===== src/rtl/icache.sv =====
// ============================================================================
// Module   : icache
// Purpose  : Direct-mapped, one-word-per-line, read-only instruction cache
//            with same-cycle hits, a two-state refill FSM and a miss counter.
// Revision : 1.0 - initial release
// ============================================================================
`default_nettype none

module icache #(
  parameter int SETS = 16
) (
  input  logic        CLK,
  input  logic        nRST,
  input  logic        imemREN,
  input  logic [31:0] imemaddr,
  output logic        ihit,
  output logic [31:0] imemload,
  output logic        iREN,
  output logic [31:0] iaddr,
  input  logic        iwait,
  input  logic [31:0] iload,
  output logic [31:0] miss_count
);

  localparam int IDX_W = $clog2(SETS);
  localparam int TAG_W = 32 - IDX_W - 2;

  typedef enum logic [0:0] {
    IDLE  = 1'b0,
    FETCH = 1'b1
  } state_t;

  state_t               r_state;
  state_t               w_next_state;
  logic [SETS-1:0]      r_valid;
  logic [TAG_W-1:0]     r_tag  [SETS];
  logic [31:0]          r_data [SETS];
  logic [31:2]          r_maddr;
  logic [31:0]          r_miss_count;

  logic [IDX_W-1:0]     w_idx;
  logic [TAG_W-1:0]     w_tag;
  logic [IDX_W-1:0]     w_fidx;
  logic [TAG_W-1:0]     w_ftag;
  logic                 w_match;
  logic                 w_start;
  logic                 w_fill;
  logic                 w_unused;

  assign w_idx    = imemaddr[IDX_W+1:2];
  assign w_tag    = imemaddr[31:IDX_W+2];
  assign w_fidx   = r_maddr[IDX_W+1:2];
  assign w_ftag   = r_maddr[31:IDX_W+2];
  assign w_match  = r_valid[w_idx] && (r_tag[w_idx] == w_tag);
  assign w_unused = &{1'b0, imemaddr[1:0]};

  assign imemload   = r_data[w_idx];
  assign miss_count = r_miss_count;

  always_ff @(posedge CLK) begin
    if (!nRST) begin
      r_state      <= IDLE;
      r_valid      <= '0;
      r_maddr      <= '0;
      r_miss_count <= '0;
    end else begin
      r_state <= w_next_state;
      if (w_start) begin
        r_maddr      <= imemaddr[31:2];
        r_miss_count <= r_miss_count + 32'd1;
      end
      if (w_fill) begin
        r_valid[w_fidx] <= 1'b1;
      end
    end
  end

  // Line payload carries no reset; the valid bit alone qualifies it.
  always_ff @(posedge CLK) begin
    if (nRST && w_fill) begin
      r_tag[w_fidx]  <= w_ftag;
      r_data[w_fidx] <= iload;
    end
  end

  always_comb begin
    w_next_state = r_state;
    ihit         = 1'b0;
    iREN         = 1'b0;
    iaddr        = 32'd0;
    w_start      = 1'b0;
    w_fill       = 1'b0;
    case (r_state)
      IDLE: begin
        ihit = nRST && imemREN && w_match;
        if (imemREN && !w_match) begin
          w_start      = 1'b1;
          w_next_state = FETCH;
        end
      end
      FETCH: begin
        // Refill always finishes to the latched address; no abort path.
        iREN  = nRST;
        iaddr = {r_maddr, 2'b00};
        if (!iwait) begin
          w_fill       = 1'b1;
          w_next_state = IDLE;
        end
      end
      default: w_next_state = IDLE;
    endcase
  end

endmodule

`default_nettype wire


===== config.mk =====
export PLATFORM = sky130hd
export DESIGN_NAME = icache
export DESIGN_NICKNAME = d
export VERILOG_FILES = /design/src/rtl/icache.sv
export SDC_FILE = /design/constraint.sdc
export NUM_CORES = 1
export LEC_CHECK = 0
export ABC_AREA = 0
export CAP_MARGIN = 40
export CORE_ASPECT_RATIO = 0.9
export CORE_UTILIZATION = 40
export DETAILED_ROUTE_END_ITERATION = 8
export SYNTH_ARGS = -nofsm -noshare
export SYNTH_HDL_FRONTEND = slang
export SYNTH_SLANG_ARGS = --single-unit

===== constraint.sdc =====
create_clock -name CLK -period 11.4 [get_ports CLK]
set_input_delay 2.28 -clock CLK [delete_from_list [all_inputs] [get_ports CLK]]
set_output_delay 2.28 -clock CLK [all_outputs]
set_load 0.01 [all_outputs]

Word-level counts from Yosys, hierarchy flattened
Memory sizes are Yosys's and may differ from the RTL's.
Cells that the tools add are included.
{"block": "classes", "n_addsub": 1, "n_lt_le_gt_ge": 3, "n_eq_ne": 1, "n_mux": 15, "n_bitwise": 2, "reduce_logical": 7}
{"cell": "$add A32 B1 Y32 const B", "n": 1}
{"cell": "$mux W32", "n": 1}
{"cell": "$eq A26 B26 Y1", "n": 1}
{"cell": "$or A16 B16 Y16", "n": 1}
{"cell": "$mux W1", "n": 11}
{"cell": "$lt A4 B5 Y1 const B", "n": 2}
{"cell": "$logic_and A1 B1 Y1", "n": 6}
{"cell": "$bmux W1 S4", "n": 1}
{"cell": "$demux W1 S4", "n": 1}
{"cell": "$ge A4 B1 Y1 const B", "n": 1}
{"cell": "$pmux W1 S2", "n": 1}
{"cell": "$logic_not A1 Y1", "n": 1}
{"cell": "$not A1 Y1", "n": 1}
{"block": "totals", "reg_bits": 79, "mem_bits_rw": 928, "input_bits": 68, "out_inout_bits": 98, "mem_count": 2}
{"name": "r_data", "depth": 16, "word_bits": 32, "read_ports": 1, "rd_clocked_by_memory_dff": 0, "write_ports": 1, "line": "37", "source": "logic [31:0] r_data [SETS];"}
{"name": "r_tag", "depth": 16, "word_bits": 26, "read_ports": 1, "rd_clocked_by_memory_dff": 0, "write_ports": 1, "line": "36", "source": "logic [TAG_W-1:0] r_tag [SETS];"}

Depth between registers and ports, before layout
Gate-level depths: netlist of run 1.
{"block": "depth", "ltp_word": 7, "mapped_depth": 17, "depth_no_buf": 9}

Worst setup path after synthesis of run 1
No wires, ideal clock.
{"block": "synth_path", "kind": "input to register", "startpoint": "input nRST", "endpoint": "memory r_data[0][0], enable pin", "setup_ns": 0.548, "arrival_time_ns": 7.225, "required_time_ns": 10.852, "path_slack_ns": 3.627, "cell_stages": 5, "n_path_buf": 1, "path_cell_list": "clkbuf_1 -> and2_1 -> nand2b_1 -> or3_1 -> nor3_1"}
{"block": "synth_between", "elab_chain_cells": 3}
{"item": "from (decl)", "line": "13", "source": "input logic nRST,"}
{"item": "$logic_and A1 B1 Y1", "line": "80", "source": "if (nRST && w_fill) begin"}
{"item": "$mux W1", "line": "80"}
{"item": "$mux W1 (implied by the code)", "line": "82", "source": "r_data[w_fidx] <= iload;"}
{"item": "to (decl)", "line": "37"}
Every way passes these cells.

Worst setup path in the final report of run 1
{"block": "layout_path", "startpoint": "input imemaddr[3]", "endpoint": "output ihit"}
{"block": "layout_between", "elab_chain_cells": 5}
{"item": "from (decl)", "line": "15", "source": "input logic [31:0] imemaddr,"}
{"item": "$mem_v2 Z16 W26 or $bmux W1 S4 (tied branches)"}
{"item": "$eq A26 B26 Y1 or $mux W1 (tied branches)", "line": "54", "source": "assign w_match = r_valid[w_idx] && (r_tag[w_idx] == w_tag);"}
{"item": "$logic_and A1 B1 Y1 (*)", "line": "54"}
{"item": "$logic_and A1 B1 Y1 (*)", "line": "95", "source": "ihit = nRST && imemREN && w_match;"}
{"item": "$mux W1 (*)", "line": "93", "source": "case (r_state)"}
{"item": "to (decl)", "line": "16", "source": "output logic ihit,"}
Every way passes the cells marked *; elsewhere a longest branch is shown, timed or not. The select of a mux whose other input is x is not followed.

==> results of run 1 <==
## registers in the layout, indices dropped and copies added (netlist names)
register    flops
r_maddr        30
r_valid        16
r_data        512
miss_count     32
r_tag         416
r_state         1
## synthesized netlist by cell type, drive strengths merged (17+ instances only)
| library cell | number | area [um2] |
|---|---|---|
| edfxtp | 928 | 27900 |
| mux4 | 233 | 5250 |
| mux2i | 98 | 981 |
| dfxtp | 79 | 1580 |
| nand2 | 66 | 248 |
| buf | 65 | 428 |
| nand3 | 48 | 240 |
| clkbuf | 42 | 159 |
| o21ai | 41 | 216 |
| and2 | 39 | 245 |
| a21oi | 34 | 170 |
| a22oi | 27 | 203 |
| nor2 | 25 | 96.4 |
| o31ai | 20 | 150 |
| a21o | 18 | 135 |
| or4 | 18 | 135 |
| or3 | 17 | 106 |
## worst register-to-register path: stages, from the launching register on
cell	delay (ps)
edfxtp_1	370
mux4_2	490
a22o_1	240
a221oi_1	740
xnor2_1	280
a211oi_2	360
nand4bb_2	350
o21ai_4	420
buf_4	640
o21ai_0	260
## final cells by class
class	instances	area share
sequential	1007	0.641
multi-input combinational	816	0.202
clock buffer	117	0.0569
timing repair buffer	215	0.0508
tap	1265	0.0344
clock inverter	64	0.0140
inverter	10	0.000871
## worst paths after layout
path                       to  slack, ps  cells after the start
setup / recovery         ihit       2350                     10
hold / removal    r_valid[14]        450                      1
setup reg to reg  r_maddr[31]       7100                      9
hold reg to reg   r_valid[14]        450                      1
## metrics by stage
step	power [mW]	instance area [um2]	hold WS, ps	std cells	utilization
floorplan	4.38	39300	421	1940	-
global placement	4.53	42300	427	3295	0.436
detailed placement	4.54	42700	436	3313	0.441
CTS	7.78	46000	450	3494	0.474
global route	7.95	46000	470	3494	0.474
finish	7.72	46000	450	3494	0.474
## power by group through the flow
stage | clock (mW) | sequential, mW | combinational [mW]
after floorplan | 0 | 4.15 | 0.227
after global placement | 0 | 4.16 | 0.367
after detailed placement | 0 | 4.16 | 0.379
after CTS | 3.32 | 4.08 | 0.381
after global routing | 3.46 | 4.09 | 0.402
final | 3.26 | 4.09 | 0.373
## cell families (layout without fill, tap and decap cells)
| logic type | count (synthesis) | count (layout) | synth area share |
|---|---|---|---|
| adder cells (fa/ha/maj) | 1 | 1 | 0.000319 |
| buffers and inverters | 117 | 406 | 0.0159 |
| XOR/XNOR | 28 | 28 | 0.00625 |
| other | 1 | 2 | 0.0000955 |
| flip-flops | 1007 | 1007 | 0.750 |
| AO/OA/AOI/OAI | 177 | 177 | 0.0303 |
| multiplexers | 336 | 336 | 0.160 |
| AND/OR/NAND/NOR | 272 | 272 | 0.0371 |
## routing by layer
layer | vias up | track usage | wire [um]
met3 | 113 | 0.0353 | 5950
met1 | 10500 | 0.265 | 40500
met2 | 619 | 0.309 | 45600
li1 | 8455 | - | -
met5 | - | 0 | 38
met4 | 6 | 0.0367 | 1290
==> results.cfg, run 1 <==
[floorplan]
die_w_um = 332
start_util = 0.405
core_region_area_um2 = 96900
io_pins = 166
die_area_um2 = 99400
fp.dieH_um = 299
rows = 108

[route]
drtIter0Drc = 1907
ant_nets = 0
wl_per_cell_um = 26.8
wirelength_um = 93500
num_vias = 19700
viasPerCell = 5.63
drc_errors = 0
dr.pass1.iters = 6

[critical_path]
end_kind = primary output
critPathTopFamily = buffers and inverters
crit_path_start = imemaddr[3]
crit_path_max_fanout = 68
timing.rr.start = r_tag[14][10]
crit_arrival_ps = 6770
worst_path_largest_cell_delay_ps = 680
start_kind = primary input
critPathMostFrequentCell = nor3_1
path_buf_inv = 3
worstPathCellList = clkbuf_8 > buf_4 > mux4_2 > mux2i_1 > xnor2_1 > nor3_1 > o22ai_1 > or4_1 > nor3_1 > clkdlybuf4s50_1
crit_slowest_cell = buf_4
path_class = primary input to primary output
worst_ep_required_time_ps = 9120

[power_and_ir_drop]
comb_power_share = 0.048
p_seq_frac = 0.529
netSwitchingPower_mw = 1.62
vdd.ir_drop.worst_mv = 0.117
switching_share = 0.210
internal-power_mw = 6.09
power_density_nw_per_um2 = 168
clkPwrFrac = 0.422
leakage_nw = 15.0

[synthesis]
yosys_warnings = 0
async_reset_ff_frac = 0
ys_ff_latch = 1007
ys.flop_type = edfxtp_1
syn_inst = 1939
syn_avg_cell_area_um2 = 20.3
seq_area_frac_synth = 0.750
yosysUniqueCellTypes = 63
syn_area_um2 = 39300
synth-edff-count = 928

[layout]
finalNetCount = 2217
seqCellArea_um2 = 29400
final_layout_size_suffix_gt1_frac = 0.211
nFillCells = 7960
insertedDiodeCount = 0
syn_to_final_growth_pct = 17.1
final_cell_mix = 928 x edfxtp_1, 233 x mux4_2, 156 x clkdlybuf4s50_1, 99 x clkbuf_16, 98 x mux2i_1
multi_input_area_um2 = 9310
mostFrequentLayoutCell = edfxtp_1

[place]
hpwl_um = 50300
portBuffers = 161
gp_congestion = 0.750
place_ws_ps = 2270

[sta]
fmax_ghz = 0.111
timing.final.ws_setup_ps = 2350
fin_crit_ps = 9050
slew_viol_final = 0
finalHoldViolations = 0
fin_crit_sh = 0.794
skew_ps = 25.6
rsz0062_at_grt = false
relSlewSlack = 0.276
tightestPinTransition_ps = 1090
setup_tns_ps = 0
setup_viol = 0

[worst_hold_path]
min_path_type = register to register
min_from = r_valid[14]

[clock_tree]
clock_sinks = 1007
clockBufferDepth = 3
cts_tree = done
post_cts_buffers = 0
root_buffer = clkbuf_16
htree_levels = 3
post_cts_resized = 0
insertion_delay_ps = 680
cts_made_buffers = 98
clk_transition_reported_paths_ps = 60
holdBufCountCts = 0

[grt]
antenna_found_initial = 5
grt_max_degree = 99
grt_first_pass_wirelength_um = 136000
grt_usage = 0.189
grt_pass1_vias = 19900
grt_overflow = 0

[run_status]
status = completed

[flow_run]
cap_violations = 0
(Power assumes the default switching activity.)
==> run 2: changes to the inputs <==
==> constraint.sdc (replaced) <==
create_clock -name CLK -period 7.8 [get_ports CLK]
set_input_delay 1.56 -clock CLK [delete_from_list [all_inputs] [get_ports CLK]]
set_output_delay 1.56 -clock CLK [all_outputs]
set_load 0.01 [all_outputs]
==> results.cfg, run 2 (synthesis results as in run 1) <==
[run_status]
status = completed

[sta]
skew_ps = 18.7
slew_viol_final = 0
hold_ws_ps = 451
fin_crit_ps = 6980
fmax_ghz = 0.143
setup_tns_ps = 0
fin_crit_sh = 0.895
setup_viol = 0
relSlewSlack = 0.386
timing.final.ws_setup_ps = 818
finalHoldViolations = 0
rsz0062_at_grt = false
tightestPinTransition_ps = 920

[clock_tree]
clk_transition_reported_paths_ps = 60
clock_sinks = 1007
root_buffer = clkbuf_16
holdBufCountCts = 0
clockBufferDepth = 3
cts_made_buffers = 100
htree_levels = 3
insertion_delay_ps = 670
cts_tree = done
post_cts_buffers = 0
post_cts_resized = 0

[floorplan]
die_area_um2 = 99400
core_region_area_um2 = 96900
die_w_um = 332
fp.dieH_um = 299
rows = 108
io_pins = 166
start_util = 0.405

[layout]
top_register = r_data
finalNetCount = 2237
final_cell_mix = 928 x edfxtp_1, 233 x mux4_2, 156 x clkdlybuf4s50_1, 102 x clkbuf_16, 98 x mux2i_1
instances_no_fill = 3509
postLayoutCellArea_um2 = 45900
largest_reg_flops = 512
postLayoutCoreUtil = 0.474
syn_to_final_growth_pct = 16.9
mostFrequentLayoutCell = edfxtp_1
nFillCells = 7981
final_layout_size_suffix_gt1_frac = 0.217
insertedDiodeCount = 0

[flow_run]
cap_violations = 0

[critical_path]
end_kind = primary output
reg2reg_slack_ps = 3740
crit_arrival_ps = 5420
worstPathCellList = clkbuf_8 > buf_4 > nand2_1 > o22a_1 > a21o_1 > a221oi_1 > o2111ai_1 > or4_1 > nor3_1 > clkdlybuf4s50_1
crit_path_max_fanout = 74
worst_path_largest_cell_delay_ps = 740
rr_endpoint = miss_count[9]
crit_slowest_cell = or4_1
rr_worst_depth = 9
timing.rr.start = r_tag[13][9]
path_class = primary input to primary output
start_kind = primary input
worst_ep_required_time_ps = 6240

[power_and_ir_drop]
power_density_nw_per_um2 = 244
leakage_nw = 14.9
fin_total_pwr_mw = 11.2
vdd.ir_drop.worst_mv = 0.200

[route]
viasPerCell = 5.65
drtIter0Drc = 1708
wl_per_cell_um = 26.9
dr.pass1.iters = 5
num_vias = 19800
drc_errors = 0
wirelength_um = 94300
ant_nets = 0

[place]
portBuffers = 161
post-place-cells = 3331
hpwl_um = 52100
gp_congestion = 0.769
place_ws_ps = 751
place_area_um2 = 42700

[grt]
grt_pass1_vias = 20300
grt_first_pass_wirelength_um = 138000
grt_usage = 0.190
antenna_found_initial = 4
grt_overflow = 0
grt_max_degree = 75

[worst_hold_path]
min_from = r_valid[3]
hold_end = r_valid[3]
hold_depth = 1
min_path_type = register to register
[run 2: changes by cell type in the layout (fill, tap and decap cells not counted), moves of 3 or more]
cell	previous run	this run
bufinv_16	10	7
clkbuf_8	9	3
buf_4	35	59
clkinvlp_4	2	7
buf_16	12	3
clkbuf_16	99	102
clkbuf_1	11	18
buf_12	5	9
clkinv_1	25	17
[run 2: area by class of cell]
class | count | area [um2] | area share
Clock buffer | 121 | 2630 | 0.0574
Tap cell | 1265 | 1580 | 0.0345
Clock inverter | 57 | 544 | 0.0119
Inverter | 10 | 40.0 | 0.000872
Multi-Input combinational cell | 816 | 9310 | 0.203
Sequential cell | 1007 | 29400 | 0.642
Timing Repair Buffer | 233 | 2330 | 0.0509
[run 2: metal layers]
layer	vias to the layer above	share of wire	track usage	routed length, um
met5	-	0.00060	0	57
met4	8	0.019	0.0468	1830
met3	117	0.063	0.0358	5980
met2	639	0.48	0.304	45700
met1	10600	0.43	0.270	40700
li1	8493	-	-	-
[run 2: power by group]
group	switching, mW	internal [mW]
logic	0.294	0.254
registers	0.0495	5.92
clock network	2.03	2.64
[run 2: how the worst max path moves through the flow]
stage                           start           end  slack (ps)
after CTS                 imemaddr[4]          ihit         760
after floorplan                  nRST  r_data[0][0]         750
after global placement    imemaddr[4]          ihit         730
after detailed placement  imemaddr[4]          ihit         750
after global routing      imemaddr[4]          ihit         630
final                     imemaddr[4]          ihit         820
[run 2: worst max-delay path: cells and delay by family]
kind,cells,cell delay [ps]
buffers and inverters,3,1540
AND/OR/NAND/NOR,3,1170
AO/OA/AOI/OAI,4,1050
==> run 3: changes to the inputs <==
--- a/config.mk
+++ b/config.mk
@@ -13,3 +13,4 @@
 export SYNTH_ARGS = -nofsm -noshare
 export SYNTH_HDL_FRONTEND = slang
 export SYNTH_SLANG_ARGS = --single-unit
+export TNS_END_PERCENT = 100
==> results of run 3 <==
Final layout, timing and power as in run 2 (identical DEF).
